### config.mk
export PLATFORM = sky130hd
export DESIGN_NAME = if_id_fetch_stage
export DESIGN_NICKNAME = d
export VERILOG_FILES = /design/src/rtl/if_id_fetch_stage.sv
export SDC_FILE = /design/constraint.sdc
export NUM_CORES = 1
export LEC_CHECK = 0
export ABC_AREA = 1
export BUFFER_PORTS_ARGS = -buffer_cell sky130_fd_sc_hd__buf_4
export CAP_MARGIN = 15
export CELL_PAD_IN_SITES_DETAIL_PLACEMENT = 1
export CELL_PAD_IN_SITES_GLOBAL_PLACEMENT = 2
export CORE_MARGIN = 2
export CORE_UTILIZATION = 31
export CTS_CLUSTER_DIAMETER = 150
export DETAILED_ROUTE_END_ITERATION = 8
export GPL_TIMING_DRIVEN = 0
export PLACE_DENSITY_LB_ADDON = 0.1
export SYNTH_ARGS = -nofsm -noshare
export SYNTH_HDL_FRONTEND = slang
export SYNTH_SLANG_ARGS = --single-unit
export TNS_END_PERCENT = 30
### constraint.sdc
create_clock -name clk -period 1.7 [get_ports clk]
set_input_delay 0.17 -clock clk [delete_from_list [all_inputs] [get_ports clk]]
set_output_delay 0.17 -clock clk [all_outputs]
set_load 0.01 [all_outputs]
### src/rtl/if_id_fetch_stage.sv
// Instruction fetch stage with a one-entry skid buffer and IF/ID register for the 16-bit CPU.
// Optional perf counters under FETCH_PERF_COUNTERS_EN.
module if_id_fetch_stage #(
    parameter int                  PC_WIDTH  = 16,
    parameter logic [PC_WIDTH-1:0] RESET_PC  = '0,
    parameter logic [15:0]         NOP_INSTR = 16'h0000
) (
    input  logic                clk,
    input  logic                rst_n,
    input  logic                stall,
    input  logic                flush,
    input  logic                branchTaken,
    input  logic [PC_WIDTH-1:0] branchTarget,
    output logic                imemReq,
    output logic [PC_WIDTH-1:0] imemAddr,
    input  logic                imemValid,
    input  logic [15:0]         imemData,
    output logic [15:0]         instruction,
    output logic [PC_WIDTH-1:0] pcOut,
    output logic [PC_WIDTH-1:0] pcPlus2,
    output logic                idValid
`ifdef FETCH_PERF_COUNTERS_EN
    ,
    output logic [15:0]         fetchCount,
    output logic [15:0]         bubbleCount
`endif
);

    typedef enum logic {FETCH = 1'b0, BUFFERED = 1'b1} state_t;

    state_t              state_q;
    logic [PC_WIDTH-1:0] pc_q;
    logic [PC_WIDTH-1:0] buf_pc_q;
    logic [15:0]         buf_instr_q;
    logic [15:0]         instr_q;
    logic [PC_WIDTH-1:0] pc_out_q;
    logic [PC_WIDTH-1:0] pc_plus2_q;
    logic                id_valid_q;
    logic                req_q;

    logic [PC_WIDTH-1:0] pc_inc_d;
    logic [PC_WIDTH-1:0] buf_inc_d;
    logic [PC_WIDTH-1:0] redirect_d;
    logic                redirect;
    logic                unused_tgt_lsb;

    assign pc_inc_d       = pc_q + PC_WIDTH'(2);
    assign buf_inc_d      = buf_pc_q + PC_WIDTH'(2);
    assign redirect_d     = {branchTarget[PC_WIDTH-1:1], 1'b0};
    assign redirect       = flush | branchTaken;
    assign unused_tgt_lsb = branchTarget[0];

    always_ff @(posedge clk or negedge rst_n) begin
        if (!rst_n) begin
            state_q     <= FETCH;
            pc_q        <= RESET_PC;
            buf_pc_q    <= '0;
            buf_instr_q <= NOP_INSTR;
            instr_q     <= NOP_INSTR;
            pc_out_q    <= '0;
            pc_plus2_q  <= '0;
            id_valid_q  <= 1'b0;
            req_q       <= 1'b0;
        end else if (redirect) begin
            instr_q    <= NOP_INSTR;
            id_valid_q <= 1'b0;
            state_q    <= FETCH;
            req_q      <= 1'b1;
            if (branchTaken) pc_q <= redirect_d;
        end else if (state_q == BUFFERED) begin
            if (!stall) begin
                instr_q    <= buf_instr_q;
                pc_out_q   <= buf_pc_q;
                pc_plus2_q <= buf_inc_d;
                id_valid_q <= 1'b1;
                state_q    <= FETCH;
                req_q      <= 1'b1;
            end
        end else if (!req_q) begin
            // First cycle out of reset: no request was outstanding, so any response is stale.
            req_q <= 1'b1;
        end else if (imemValid) begin
            pc_q <= pc_inc_d;
            if (stall) begin
                buf_instr_q <= imemData;
                buf_pc_q    <= pc_q;
                state_q     <= BUFFERED;
                req_q       <= 1'b0;
            end else begin
                instr_q    <= imemData;
                pc_out_q   <= pc_q;
                pc_plus2_q <= pc_inc_d;
                id_valid_q <= 1'b1;
            end
        end else if (!stall) begin
            instr_q    <= NOP_INSTR;
            id_valid_q <= 1'b0;
        end
    end

    assign imemReq     = req_q;
    assign imemAddr    = pc_q;
    assign instruction = instr_q;
    assign pcOut       = pc_out_q;
    assign pcPlus2     = pc_plus2_q;
    assign idValid     = id_valid_q;

`ifdef FETCH_PERF_COUNTERS_EN
    logic [15:0] fetch_cnt_q;
    logic [15:0] bubble_cnt_q;
    logic        fetch_inc;
    logic        bubble_inc;

    assign fetch_inc  = !redirect && !stall &&
                        ((state_q == BUFFERED) || (req_q && imemValid));
    assign bubble_inc = !stall &&
                        (redirect || ((state_q == FETCH) && req_q && !imemValid));

    always_ff @(posedge clk or negedge rst_n) begin
        if (!rst_n) begin
            fetch_cnt_q  <= '0;
            bubble_cnt_q <= '0;
        end else begin
            if (fetch_inc)  fetch_cnt_q  <= fetch_cnt_q + 16'd1;
            if (bubble_inc) bubble_cnt_q <= bubble_cnt_q + 16'd1;
        end
    end

    assign fetchCount  = fetch_cnt_q;
    assign bubbleCount = bubble_cnt_q;
`endif

endmodule

==> results by group, run 1 <==
Cells and area
  – Layout cell share with drive strength beyond 1: 24.0%
  – Fillers: 1837
  – NumNets Final: 756
  – Ant diodes: 0
  – Fin cells: 909
  – Synth-to-Final Area Change: 30.4%
  – Design area: 6170 µm²

Floorplan
  – Initial Util: 31.5%
  – Die area: 16300 µm²
  – Die Y-Extent: 128 µm
  – # rows: 45
  – CORE AREA: 15000 µm²
  – Io pins: 104
  – Die W: 128 µm

STA
  – Part of the cycle the worst path needs: 97.2%
  – Max-slew headroom: 58.3%
  – Fmax: 605 MHz
  – Hold_ws: 39.6 ps
  – Endpoints failing setup: 0
  – Final Skew: 9.98 ps
  – Fin. Hold Viols: 0
  – RSZ-0062 raised after global routing: true
  – Final count of pins violating max slew: 0
  – Final Critical Period: 1650 ps
  – Worst Max-Slew Pin Slew: 626 ps

Place
  – Port Buf Inserts: 99
  – Dpl hpwl: 12100 µm
  – Post-place instance area: 5750 µm²
  – DP Cell Count: 886
  – Placer congestion estimate: 0.868

Logic synthesis
  – Sequential area share after synthesis: 50.2%
  – Most common cell in the netlist: nand2_1
  – Synthesis warning total: 0
  – Primary FF master, synth: dfrtp_1
  – Synthesis-stage register bit count: 95
  – EDFF count, synth: 0
  – Async S/R FF share, synth: 100%
  – Syn Area/Cell: 7.94 µm²
  – Post-synthesis instance total: 596
  – Synth area leader: dfrtp_1
  – Largest cells by area after synthesis: dfrtp_1 (50%), nand2_1 (14%), o21ai_0 (8.1%)
  – Cell variety after synth: 36
  – Top-area cell type share of the netlist area: 50.2%
  – Synthesized area: 4730 µm²
  – Commonest cells post-synth: nand2_1 (176), dfrtp_1 (95), o21ai_0 (77)

Clock tree
  – TritonCTS clock tree: done
  – Worst skew pair latency: 360 ps
  – Max clock buf depth: 2
  – # H-tree levels: 3
  – Clk slew on worst S/H paths: 70 ps
  – Root buffer cell: clkbuf_16
  – Num CTS Buffers: 9
  – # clock sinks: 95

Job
  – Max_cap viols: 0

Global route
  – Remaining Overflow, GRT: 0
  – GRT Total Usage: 20.3%
  – Initial antenna violation count: 0
  – First-pass GRT wire length: 25300 µm
  – Vias in the first global route: 4584
  – Largest net degree at the start of global routing: 56

Route
  – Drt total wl: 15900 µm
  – Detailed Routing Iterations Pass 1: 4
  – DR WL/cell: 17.5 µm
  – Post-DR vias/cell: 4.92
  – Antenna-violating nets left: 0
  – DR DRC count: 0
  – First DRT Iteration DRCs: 190
  – Total number of vias: 4472

Power
  – Overall power: 6.89 mW
  – Worst VDD drop: 0.000511 V
  – Leakage Power: 2.98 nW
  – PwrDens: 1120 nW/µm²

Critical path
  – Critical Path RT: 1940 ps
  – Max incr delay on CP: 390 ps
  – Crit-path cells: inv_2 > nand2_2 > nor3_4 > buf_4 > mux2_2
  – Kind of critical path: reg -> reg
  – CP startpoint kind: register
  – Worst-path fanout max: 10
  – Worst path slowest cell: dfrtp_1
  – Arrival time at the worst endpoint: 1900 ps
  – Crit end category: register

Worst hold path
  – Hold Crit Class: in -> reg

Run status
  – Outcome: finished clean
## critical path, delay by kind of cell (launching register included)
kind,cells,cell delay (ps)
buffers and inverters,2,390
DFF,1,390
muxes,1,340
and+or+nand+nor,2,420
## cell families after synthesis
| family | synth area share (%) |
|---|---|
| DFF | 50.2 |
| AOI/OAI and AO/OA | 15.2 |
| adders and majority gates | 0.529 |
| muxes | 1.67 |
| and+or+nand+nor | 23.6 |
| other | 0.0792 |
| buffers and inverters | 6.85 |
| xor gates and xnor gates | 1.85 |
## per-stage QoR
step           worst slack, ps  utilization [%]  setup TNS, ps
6_report                  46.8             41.1              0
2_1_floorplan              198                -              0
3_5_place_dp              -180             38.2          -2960
3_3_place_gp              -118             38.0          -1300
5_1_grt                  -29.5             41.1           -147
4_1_cts                   7.65             40.5              0
## final cells by class
cell class / count / area [µm²] / share of cell area [%]
buffer: 29 / 164 / 2.66
clock inverter: 4 / 53.8 / 0.872
multi-input combinational: 426 / 2080 / 33.7
clock buffer: 12 / 246 / 3.99
tap: 188 / 235 / 3.81
timing repair buffer: 107 / 826 / 13.4
inverter: 48 / 180 / 2.92
sequential: 95 / 2390 / 38.7
## state kept, by name, summed over array words and instances, names as in the netlist
register     cells
buf_instr_q     16
instruction     16
buf_pc_q        15
imemAddr        15
pcOut           15
pcPlus2         15
idValid          1
imemReq          1
state_q          1
## power breakdown
group / leakage [nW] / switching (mW) / total [mW] / internal (mW)
Clock: 0.139 / 0.937 / 2.13 / 1.19
Sequential: 1.17 / 0.383 / 3.08 / 2.70
Combinational: 1.67 / 0.930 / 1.68 / 0.749
Total: 2.98 / 2.25 / 6.89 / 4.64
## timing repair
item,CTS,global route
endpoints found under the setup margin,51,52
hold buffers,1,0
pin swaps,2,2
buffers inserted,2,4
hold endpoints to repair,40,0
gates resized for setup,9,25
## layer usage
metal	global-route usage (%)	vias to the layer above	part of all wire [%]
met5	0	-	0
met4	6.21	0	1.3
met3	2.39	13	3.2
met2	31.8	80	45
met1	29.5	2198	50
li1	-	2181	-
## worst paths after layout
kind	startpoint	endpoint	slack (ps)	depth (start not counted)
worst max-delay path	state_q$_DFF_PN0_	buf_instr_q[4]$_DFFE_PN0P_	50	5
worst min-delay path	imemData[12]	buf_instr_q[12]$_DFFE_PN0P_	40	2
worst max register to register	state_q$_DFF_PN0_	buf_instr_q[4]$_DFFE_PN0P_	50	5
worst min register to register	instruction[1]$_DFFE_PN0P_	instruction[1]$_DFFE_PN0P_	490	2
max in group asynchronous	rst_n	imemAddr[10]$_DFFE_PN0P_	640	3
min in group asynchronous	rst_n	instruction[2]$_DFFE_PN0P_	350	2
## placed cells by master (no fill, tap or decap), types with 4 or more instances in the layout
| master | netlist | routed |
|---|---|---|
| nand2_1 | 176 | 176 |
| buf_4 | 3 | 108 |
| dfrtp_1 | 95 | 86 |
| o21ai_0 | 77 | 75 |
| inv_1 | 46 | 45 |
| nor2_1 | 49 | 43 |
| nand3_1 | 33 | 32 |
| a21oi_1 | 26 | 26 |
| a22oi_1 | 11 | 11 |
| clkbuf_1 | 11 | 10 |
| buf_2 | 12 | 10 |
| xor2_1 | 9 | 9 |
| clkbuf_16 | 0 | 9 |
| dfrtp_2 | 0 | 9 |
| nor2_2 | 2 | 7 |
| nand4_1 | 7 | 7 |
| mux2_2 | 5 | 5 |
| o22ai_1 | 5 | 5 |
| clkbuf_2 | 1 | 4 |
| o211ai_1 | 4 | 4 |
Power figures use the tool's default switching activity.
==> run 2, diff against run 1 <==
--- a/config.mk
+++ b/config.mk
@@ -6,16 +6,18 @@
 export NUM_CORES = 1
 export LEC_CHECK = 0
 export ABC_AREA = 1
+export ABC_CLOCK_PERIOD_IN_PS = 1500
 export BUFFER_PORTS_ARGS = -buffer_cell sky130_fd_sc_hd__buf_4
 export CAP_MARGIN = 15
 export CELL_PAD_IN_SITES_DETAIL_PLACEMENT = 1
 export CELL_PAD_IN_SITES_GLOBAL_PLACEMENT = 2
 export CORE_MARGIN = 2
-export CORE_UTILIZATION = 31
+export CORE_UTILIZATION = 28
 export CTS_CLUSTER_DIAMETER = 150
 export DETAILED_ROUTE_END_ITERATION = 8
 export GPL_TIMING_DRIVEN = 0
 export PLACE_DENSITY_LB_ADDON = 0.1
+export SLEW_MARGIN = 40
 export SYNTH_ARGS = -nofsm -noshare
 export SYNTH_HDL_FRONTEND = slang
 export SYNTH_SLANG_ARGS = --single-unit
==> constraint.sdc (replaced) <==
create_clock -name clk -period 1.5 [get_ports clk]
set_input_delay 0.15 -clock clk [delete_from_list [all_inputs] [get_ports clk]]
set_output_delay 0.15 -clock clk [all_outputs]
set_load 0.01 [all_outputs]
==> results by group, run 2 (synthesis results as in run 1) <==
Place
  – Dpl hpwl: 12500 µm
  – DP Cell Count: 917
  – Port Buf Inserts: 99
  – Placer congestion estimate: 0.826
  – Post-place instance area: 5770 µm²

STA
  – Final count of pins violating max slew: 0
  – Fmax: 658 MHz
  – Part of the cycle the worst path needs: 101%
  – Final Skew: 8.40 ps
  – RSZ-0062 raised after global routing: true
  – Post-route setup slack: -20.0 ps
  – Worst Max-Slew Pin Slew: 747 ps
  – Fin. Hold Viols: 0
  – Max-slew headroom: 50.2%
  – Endpoints failing setup: 1
  – Final Critical Period: 1520 ps

Power
  – Overall power: 8.21 mW
  – Leakage Power: 3.16 nW
  – Worst VDD drop: 0.000623 V
  – PwrDens: 1230 nW/µm²

Global route
  – Remaining Overflow, GRT: 0
  – Initial antenna violation count: 0
  – First-pass GRT wire length: 27600 µm
  – Vias in the first global route: 4930
  – GRT Total Usage: 19.9%
  – Largest net degree at the start of global routing: 96

Critical path
  – Setup crit start: imemAddr[4]$_DFFE_PN0P_
  – CP dominant cell by count: nand2_1
  – Reg2reg path depth: 9
  – Crit path max-delay family: simple AND/OR/NAND/NOR gates
  – WP buf/inv: 2
  – Worst path slowest cell: dfrtp_2
  – RR Endpoint: pcPlus2[11]$_DFFE_PN0P_
  – CP startpoint kind: register
  – R2r startpoint: imemAddr[4]$_DFFE_PN0P_
  – Kind of critical path: reg -> reg
  – Worst-path fanout max: 5
  – Crit end category: register
  – Crit-path cells: buf_4 > inv_1 > nor2_4 > nand2_2 > o21ai_1 > nand3_2 > nand2_1 > nand2_1 > nand2_1
  – Instance count on the critical path: 9
  – Arrival time at the worst endpoint: 1800 ps
  – Critical Path RT: 1780 ps
  – Max incr delay on CP: 380 ps
  – Flop2flop setup slack: -20 ps

Cells and area
  – Commonest non-fill, non-tap cell in the layout: nand2_1
  – Design area: 6660 µm²
  – Most frequent cells in the layout: nand2_1 (169), buf_4 (134), dfrtp_1 (78)
  – Ant diodes: 0
  – Layout cell share with drive strength beyond 1: 32.1%
  – Synth-to-Final Area Change: 40.7%
  – NumNets Final: 781
  – Fin cells: 965

Route
  – DR DRC count: 0
  – Total number of vias: 4603
  – First DRT Iteration DRCs: 202
  – Antenna-violating nets left: 0
  – Detailed Routing Iterations Pass 1: 4
  – DR WL/cell: 17.8 µm
  – Post-DR vias/cell: 4.77
  – Drt total wl: 17200 µm

Clock tree
  – Max clock buf depth: 2
  – TritonCTS clock tree: done
  – Clk slew on worst S/H paths: 70 ps
  – # clock sinks: 95
  – Num CTS Buffers: 9
  – # H-tree levels: 3
  – Worst skew pair latency: 350 ps
  – Root buffer cell: clkbuf_16

Run status
  – Failing checks: setup timing
  – Outcome: finished, violations left

Floorplan
  – # rows: 47
  – Initial Util: 28.6%
  – Die area: 18000 µm²
  – CORE AREA: 16500 µm²
  – Io pins: 104
  – Die Y-Extent: 134 µm
  – Die W: 134 µm

Job
  – Max_cap viols: 0

Worst hold path
  – Hold Path End: buf_instr_q[11]$_DFFE_PN0P_
  – Hold Crit Class: in -> reg
  – WHS Path Cells: 3
  – Hold Startpoint: imemData[11]
-- run 2: layer usage --
metal / vias up / global-route usage, % / wire length [µm] / part of all wire (%)
met5: - / 0 / 0 / 0
met4: 0 / 5.44 / 206 / 1.2
met3: 12 / 2.23 / 471 / 2.7
met2: 71 / 32.3 / 8130 / 47
met1: 2287 / 28.3 / 8410 / 49
li1: 2233 / - / - / -
-- run 2: final cells by class --
| class | count | area (µm²) |
|---|---|---|
| Inverter | 48 | 185 |
| Clock buffer | 12 | 246 |
| Buffer | 29 | 200 |
| Timing Repair Buffer | 131 | 1000 |
| Sequential cell | 95 | 2400 |
| Fill cell | 1998 | 9870 |
| Timing Repair inverter | 1 | 7.51 |
| Multi-Input combinational cell | 426 | 2270 |
| Tap cell | 220 | 275 |
| Clock inverter | 3 | 67.6 |
-- run 2: stage by stage --
stage / TNS (ps) / util [%] / hold slack (ps) / setup WS, ps
after floorplan: -3.42 / - / -146 / -1.71
after global placement: -16470 / 34.8 / 372 / -397
after detailed placement: -18290 / 34.9 / 257 / -374
after CTS: -122 / 38.8 / 5.18 / -20.4
after global routing: -430 / 40.3 / 15.1 / -146
final: -20.0 / 40.3 / 15.1 / -20.0
-- run 2: what timing repair did --
| item | CTS | global route |
|---|---|---|
| setup buffers | 20 | 11 |
| hold buffers | 1 | 0 |
| endpoints found under the hold margin | 95 | 0 |
| cloned | 1 | 0 |
| pin swaps | 5 | 7 |
| setup endpoints to repair | 89 | 92 |
| gates resized for setup | 62 | 51 |
-- run 2: worst max-delay path by stage --
stage	end	slack, ps
finish	pcPlus2[11]$_DFFE_PN0P_	-20
global route	pcPlus2[11]$_DFFE_PN0P_	-150
CTS	buf_instr_q[15]$_DFFE_PN0P_	-20
floorplan	buf_instr_q[12]$_DFFE_PN0P_	-2
detailed placement	imemAddr[13]$_DFFE_PN0P_	-370
global placement	imemAddr[13]$_DFFE_PN0P_	-400
-- run 2: worst min-delay path, delay by kind of cell --
family                 cells  cell delay [ps]
and+or+nand+nor            1               40
buffers and inverters      1               80
AOI/OAI and AO/OA          1               50
-- run 2: report_power, final --
| group | switching [mW] | internal (mW) | leakage [nW] | total, mW |
|---|---|---|---|---|
| clock | 1.02 | 1.50 | 0.149 | 2.52 |
| combinational | 1.19 | 1.00 | 1.85 | 2.19 |
| sequential | 0.434 | 3.07 | 1.16 | 3.50 |
| total | 2.64 | 5.57 | 3.16 | 8.21 |
